### config.mk
export PLATFORM = sky130hd
export DESIGN_NAME = mult_share_arbiter
export DESIGN_NICKNAME = d
export VERILOG_FILES = /design/src/rtl/mult_share_arbiter.sv
export SDC_FILE = /design/constraint.sdc
export NUM_CORES = 1
export LEC_CHECK = 0
export ABC_AREA = 1
export BUFFER_PORTS_ARGS = -buffer_cell sky130_fd_sc_hd__buf_2
export CAP_MARGIN = 20
export CELL_PAD_IN_SITES_DETAIL_PLACEMENT = 1
export CELL_PAD_IN_SITES_GLOBAL_PLACEMENT = 1
export CORE_AREA = 2 2 130 158
export DETAILED_ROUTE_END_ITERATION = 16
export DIE_AREA = 0 0 132 160
export PLACE_DENSITY_LB_ADDON = 0.1
export SLEW_MARGIN = 20
export SYNTH_ARGS = -nofsm -noshare
export SYNTH_HDL_FRONTEND = slang
export SYNTH_SLANG_ARGS = --single-unit
### constraint.sdc
create_clock -name clk -period 12.2 [get_ports clk]
set_input_delay 2.44 -clock clk [delete_from_list [all_inputs] [get_ports clk]]
set_output_delay 2.44 -clock clk [all_outputs]
set_load 0.1 [all_outputs]
### src/rtl/mult_share_arbiter.sv
// Round-robin arbiter sharing one signed sign-magnitude multiplier among N_REQ requesters.
// Two registered stages (S1 operands, output product) with full output backpressure.
module mult_share_arbiter #(
    parameter  int N_REQ   = 4,
    parameter  int W_IN_A  = 8,
    parameter  int W_IN_B  = 16,
    localparam int W_ID    = $clog2(N_REQ),
    localparam int W_OUT_X = W_IN_A + W_IN_B
) (
    input  logic                      clk,
    input  logic                      rst,
    input  logic [N_REQ-1:0]          req_valid,
    output logic [N_REQ-1:0]          req_ready,
    input  logic [N_REQ*W_IN_A-1:0]   req_a,
    input  logic [N_REQ*W_IN_B-1:0]   req_b,
    output logic                      out_valid,
    input  logic                      out_ready,
    output logic [W_OUT_X-1:0]        out_x,
    output logic [W_ID-1:0]           out_id,
    output logic                      busy
);

    logic [W_ID-1:0]    ptr_q, ptr_d;
    logic               s1_valid_q, s1_valid_d;
    logic [W_IN_A-1:0]  s1_a_q, s1_a_d;
    logic [W_IN_B-1:0]  s1_b_q, s1_b_d;
    logic [W_ID-1:0]    s1_id_q, s1_id_d;
    logic               out_valid_q, out_valid_d;
    logic [W_OUT_X-1:0] out_x_q, out_x_d;
    logic [W_ID-1:0]    out_id_q, out_id_d;

    logic               out_adv, s1_adv;
    logic               grant_vld;
    logic [W_ID-1:0]    grant_idx;
    int                 scan;

    logic               sign_x;
    logic [W_IN_A-1:0]  mag_a;
    logic [W_IN_B-1:0]  mag_b;
    logic [W_OUT_X-1:0] mag_x, prod;

    assign out_adv = !out_valid_q | out_ready;
    assign s1_adv  = !s1_valid_q | out_adv;

    // Scan from the far end back toward the pointer so the last hit is the first at/after it.
    always_comb begin
        grant_vld = 1'b0;
        grant_idx = '0;
        scan      = 0;
        for (int k = N_REQ - 1; k >= 0; k--) begin
            scan = int'(ptr_q) + k;
            if (scan >= N_REQ) scan = scan - N_REQ;
            if (req_valid[W_ID'(scan)]) begin
                grant_vld = 1'b1;
                grant_idx = W_ID'(scan);
            end
        end
        if (!s1_adv || rst) grant_vld = 1'b0;
    end

    assign req_ready = grant_vld ? (N_REQ'(1) << grant_idx) : '0;

    // Negation at operand width maps the most-negative value to its correct unsigned magnitude.
    always_comb begin
        sign_x = s1_a_q[W_IN_A-1] ^ s1_b_q[W_IN_B-1];
        mag_a  = s1_a_q[W_IN_A-1] ? -s1_a_q : s1_a_q;
        mag_b  = s1_b_q[W_IN_B-1] ? -s1_b_q : s1_b_q;
        mag_x  = W_OUT_X'(mag_a) * W_OUT_X'(mag_b);
        prod   = sign_x ? -mag_x : mag_x;
    end

    always_comb begin
        ptr_d       = ptr_q;
        s1_valid_d  = s1_valid_q;
        s1_a_d      = s1_a_q;
        s1_b_d      = s1_b_q;
        s1_id_d     = s1_id_q;
        out_valid_d = out_valid_q;
        out_x_d     = out_x_q;
        out_id_d    = out_id_q;
        if (out_adv) begin
            out_valid_d = s1_valid_q;
            out_x_d     = prod;
            out_id_d    = s1_id_q;
        end
        if (s1_adv) begin
            s1_valid_d = grant_vld;
            if (grant_vld) begin
                s1_a_d  = req_a[grant_idx*W_IN_A +: W_IN_A];
                s1_b_d  = req_b[grant_idx*W_IN_B +: W_IN_B];
                s1_id_d = grant_idx;
                ptr_d   = (grant_idx == W_ID'(N_REQ - 1)) ? '0 : grant_idx + W_ID'(1);
            end
        end
    end

    always_ff @(posedge clk) begin
        if (rst) begin
            ptr_q       <= '0;
            s1_valid_q  <= 1'b0;
            s1_a_q      <= '0;
            s1_b_q      <= '0;
            s1_id_q     <= '0;
            out_valid_q <= 1'b0;
            out_x_q     <= '0;
            out_id_q    <= '0;
        end else begin
            ptr_q       <= ptr_d;
            s1_valid_q  <= s1_valid_d;
            s1_a_q      <= s1_a_d;
            s1_b_q      <= s1_b_d;
            s1_id_q     <= s1_id_d;
            out_valid_q <= out_valid_d;
            out_x_q     <= out_x_d;
            out_id_q    <= out_id_d;
        end
    end

    assign out_valid = out_valid_q;
    assign out_x     = out_x_q;
    assign out_id    = out_id_q;
    assign busy      = s1_valid_q | out_valid_q;

endmodule

Yosys cells after proc, flatten, opt, wreduce, memory -nomap -nowiden

Index checks and enable logic that the tools add are counted.
W data, S select, Z words.

Add/sub/neg operators: 11
$mul: 1
Divide/modulo/power cells: 0
Magnitude comparators: 8
Eq/ne operators: 1
Shifts and indexed selects: 3
Mux-type cells: 30
Bitwise logic cells: 4
Reduce and logical (&&, ||, !) cells: 5

Operators by type and width:

| operator              | number |
|---|---|
| $shiftx A64 B7 Y16    | 1 |
| $shiftx A32 B6 Y8     | 1 |
| $mul A8 B16 Y24       | 1 |
| $mux W24              | 1 |
| $neg A24 Y24          | 1 |
| $mux W2               | 9 |
| $lt A2 B4 Y1 const B  | 4 |
| $mux W16              | 1 |
| $neg A16 Y16          | 1 |
| $mux W1               | 13 |
| $ge A3 B3 Y1 const B  | 3 |
| $bmux W1 S2           | 4 |
| $mux W8               | 1 |
| $neg A8 Y8            | 1 |
| $sub A2 B1 Y2 const B | 4 |
| $add A2 B2 Y3 const B | 2 |
| $mux W4               | 1 |
| $shl A1 B2 Y4 const A | 1 |
| $add A2 B1 Y3 const B | 1 |
| $ge A2 B3 Y1 const B  | 1 |
| $logic_not A1 Y1      | 3 |
| $or A1 B1 Y1          | 3 |
| $add A2 B1 Y2 const B | 1 |
| $eq A2 B2 Y1 const B  | 1 |
| other kinds (3)       | 3 |

Flip-flop bits (word level): 56
Latch bits: 0
Memory bits (writable): 0
Bits in read-only memories: 0
Input bits: 103
Logic and storage cells: 71
Memories kept: 0

Longest topological paths before layout

Depth after elaboration: 12
Gate-level depth with buffers: 38

Worst setup path after synthesis

No wires, ideal clock.

Kind: input to output
From: in req_valid[1]
To: out req_ready[2]
Arrival: 4924 ps
Path slack: 4836 ps
Cell stages on the path: 13
Buffers on the path: 2
Path through: inv_1 -> o21ai_0 -> nand2_1 -> o21ai_2 -> a21oi_2 -> nor2_1 -> o21ai_2 -> nand2_4 -> buf_6 -> buf_2 -> ha_1 -> inv_1 -> nor2_1

Cells in the longest elaborated chain, start to end: 9

Ends and longest elaborated chain:

| item                                            | RTL line | RTL |
|---|---|---|
| start, declared                                 | 12       | `input logic [N_REQ-1:0] req_valid,` |
| $bmux W1 S2                                     | 53       | `if (req_valid[W_ID'(scan)]) begin` |
| $mux W1 (not written as such) (2 in a row)      | 53       |  |
| $mux W2 or $mux W1 (tied branches) (4 in a row) | 53       |  |
| $shl A1 B2 Y4 or $mux W1 (tied branches)        | 61, 58   |  |
| $mux W4 (*)                                     | 61       | `assign req_ready = grant_vld ? (N_REQ'(1) << grant_idx) : '0;` |
| end, declared                                   | 13       | `output logic [N_REQ-1:0] req_ready,` |

Every way passes the cells marked *; elsewhere a longest branch is shown, timed or not. The select of a mux whose other input is x is not followed.

Final worst setup path

From: in req_valid[1]
To: out req_ready[3]

Same word-level chain as after synthesis.

==> metrics.md <==
| Metric | Value |
|---|---|
| Fill count | 2789 |
| Hold buffer count at CTS | 0 |
| TNS Setup | 0 ns |
| FFs w/ async S/R, synth | 0 |
| Wire length per cell | approximately 15 um |
| Critical path type | input pin to primary output |
| Vias per cell | 5.05 |
| DRT Pass-1 Iters | 4 |
| Unrepaired setup endpoints after global routing | false |
| Initial core utilization | 0.439 |
| CTS Buffer Depth | 2 |
| Largest net degree at the start of global routing | 56 |
| Later-pin clock latency in the skew report | about 0.30 ns |
| Crit-path max FO | 53 |
| Clk Tree Root Cell | clkbuf_16 |
| Crit Reg-Reg Startpoint | s1_a_q[0] |
| Vias in the first global route | roughly 9400 |
| Final setup fails | 0 |
| Area delta synth->final | 11.0% |
| Max Clock Freq | 132 MHz |
| Die area | around 21000 um^2 |
| Post-DP HPWL | 22100 um |
| Count leader, synth | nand2_1 |
| Hold Violations, Final | 0 |
| Num Clock Sinks | 56 |
| CP startpoint kind | input pin |
| Worst setup EP type | primary output |
| Register area share after synthesis | 0.129 |
| H-tree lvl count | 2 |
| Mapped Area | roughly 8700 um^2 |
| FF+latch count, synth | 56 |
| CP startpoint | req_valid[1] |
| Worst path arrival time | 5.16 ns |
| I/O Pins | 135 |
| Total CTS buffers | 5 |
| Final Slew Violations | 0 |
| Synth area leaders | fa_1, nand2_1, dfxtp_1 |
| Share of the synthesized area in the top cell type | 0.194 |
| Synthesized instance count | 1344 |
| GPL Wtd Cong | around 0.86 |
| Postcts setup bufs | 0 |
| Final period utilization | 0.623 |
| HP Start | s1_id_q[1] |
| # nets final | 1684 |
| Critical path data required time | about 9.8 ns |
| Yosys warns | 0 |
| Yosys cell types | 44 |
| Layout cells sized above 1 | 0.138 |
| Post-Syn Nets | around 1600 |
| DR iter-0 viols | 270 |
| # diodes | 0 |
| Die Span Y | 160 um |
| Slew @ Worst Pin | 0.881 ns |
| DRT antenna net count | 0 |
| CTS tree | built |
| Area leader, netlist | fa_1 |
| PortBufs | ~130 |
| Initial antenna violation count | 0 |
| Routed WL | approximately 26000 um |
| Synth Flop Type | dfxtp_1 |
| Number of flops mapped to enable cells by yosys | 0 |
| First-pass GRT wire length | 44300 um |
| Remaining DRCs | 0 |
| Hold/Removal Path Class | flip-flop to flip-flop |
| Final min period | 7.60 ns |
| Die Span X | 132 um |
| Clock-pin slew on the worst setup and hold paths | around 0.08 ns |
| Core ar. | roughly 20000 um^2 |
| Max Cap Viol | 0 |
| Cts repair resizes | 0 |
| Status | finished clean |
| Grt ovf | 0 |
| Syn Area/Cell | 6.46 um^2 |
| Total GRT Usage | 0.255 |
| Most instantiated cells after synthesis | nand2_1, inv_1, nor2_1 |
| Slew Limit Headroom | 0.409 |
| Via Count | 8640 |
| Floorplan row count | between 50 and 60 |
| Clk_skew | 0.0115 ns |
[layout by cell type, fill, tap and decap left out, types with 13 or more instances in the layout]
cell,n
nand2_1,319
nor2_1,183
o21ai_1,30
ha_1,51
xor2_1,14
o211ai_1,15
or2_0,16
inv_1,264
or2_2,13
fa_1,84
dfxtp_1,56
o21ai_0,55
nand4_1,14
nand3_1,76
a21oi_1,25
buf_2,134
[layer usage]
metal,global-route usage,vias to the layer above,routed length (um)
met2,0.478,154,13200
met5,0,-,0
li1,-,4328,-
met3,0.0244,40,811
met4,0.0781,0,690
met1,0.304,4118,11500
[layout make-up]
| type | count | area, um^2 | area share |
|---|---|---|---|
| well taps | 265 | 332 | 0.0344 |
| multi-input cells | 975 | 6320 | 0.656 |
| clock inverters | 3 | 27.5 | 0.00286 |
| repair buffers | 137 | 693 | 0.0719 |
| clock buffers | 5 | 125 | 0.0130 |
| inverters | 271 | 1020 | 0.106 |
| flip-flops and latches | 56 | 1120 | 0.116 |
[per-stage QoR]
stage | cells | instance area (um^2) | worst slack [ns] | hold WS [ns] | util
after global placement | 1704 | 9480 | 4.63 | 0.473 | 0.480
after floorplan | 1344 | 8680 | 4.84 | 0.448 | -
final | 1712 | 9640 | 4.60 | 0.494 | 0.488
after CTS | 1712 | 9630 | 4.56 | 0.496 | 0.487
after global routing | 1712 | 9640 | 4.29 | 0.516 | 0.488
after detailed placement | 1704 | 9480 | 4.56 | 0.476 | 0.480
[flip-flops by register name, indices dropped and copies added (netlist names)]
| register | count |
|---|---|
| s1_valid_q | 1 |
| ptr_q | 2 |
| out_x | 24 |
| s1_id_q | 2 |
| s1_a_q | 8 |
| s1_b_q | 16 |
| out_valid | 1 |
| out_id | 2 |
[worst max-delay path, cell delays in order]
cell     delay (ns)
buf_2          0.08
inv_1          0.05
o21ai_0        0.19
nand2_1        0.12
o21ai_2        0.11
a21oi_2        0.06
o21ai_1        0.21
nand2_4        0.30
inv_2          0.71
ha_1           0.26
inv_1          0.06
nor2_1         0.09
buf_2          0.46
[kinds of logic after synthesis]
group | Yosys count | share of synthesized area
buffers and inverters | 313 | 0.144
adder cells (fa/ha/maj) | 135 | 0.267
AND/OR/NAND/NOR | 656 | 0.318
XOR/XNOR | 21 | 0.0229
AO/OA/AOI/OAI | 163 | 0.119
flip-flops | 56 | 0.129
[worst paths after layout]
check                               endpoint  slack, ns  cells after the start
worst min register to register    s1_id_q[1]       0.49                      2
worst max-delay path            req_ready[3]       4.60                     13
worst min-delay path              s1_id_q[1]       0.49                      2
worst max register to register     out_x[23]       5.19                     33
Power is left out: the tool's default activity adds up to more than one toggle a clock period on the data nets, which glitch-free logic cannot reach.
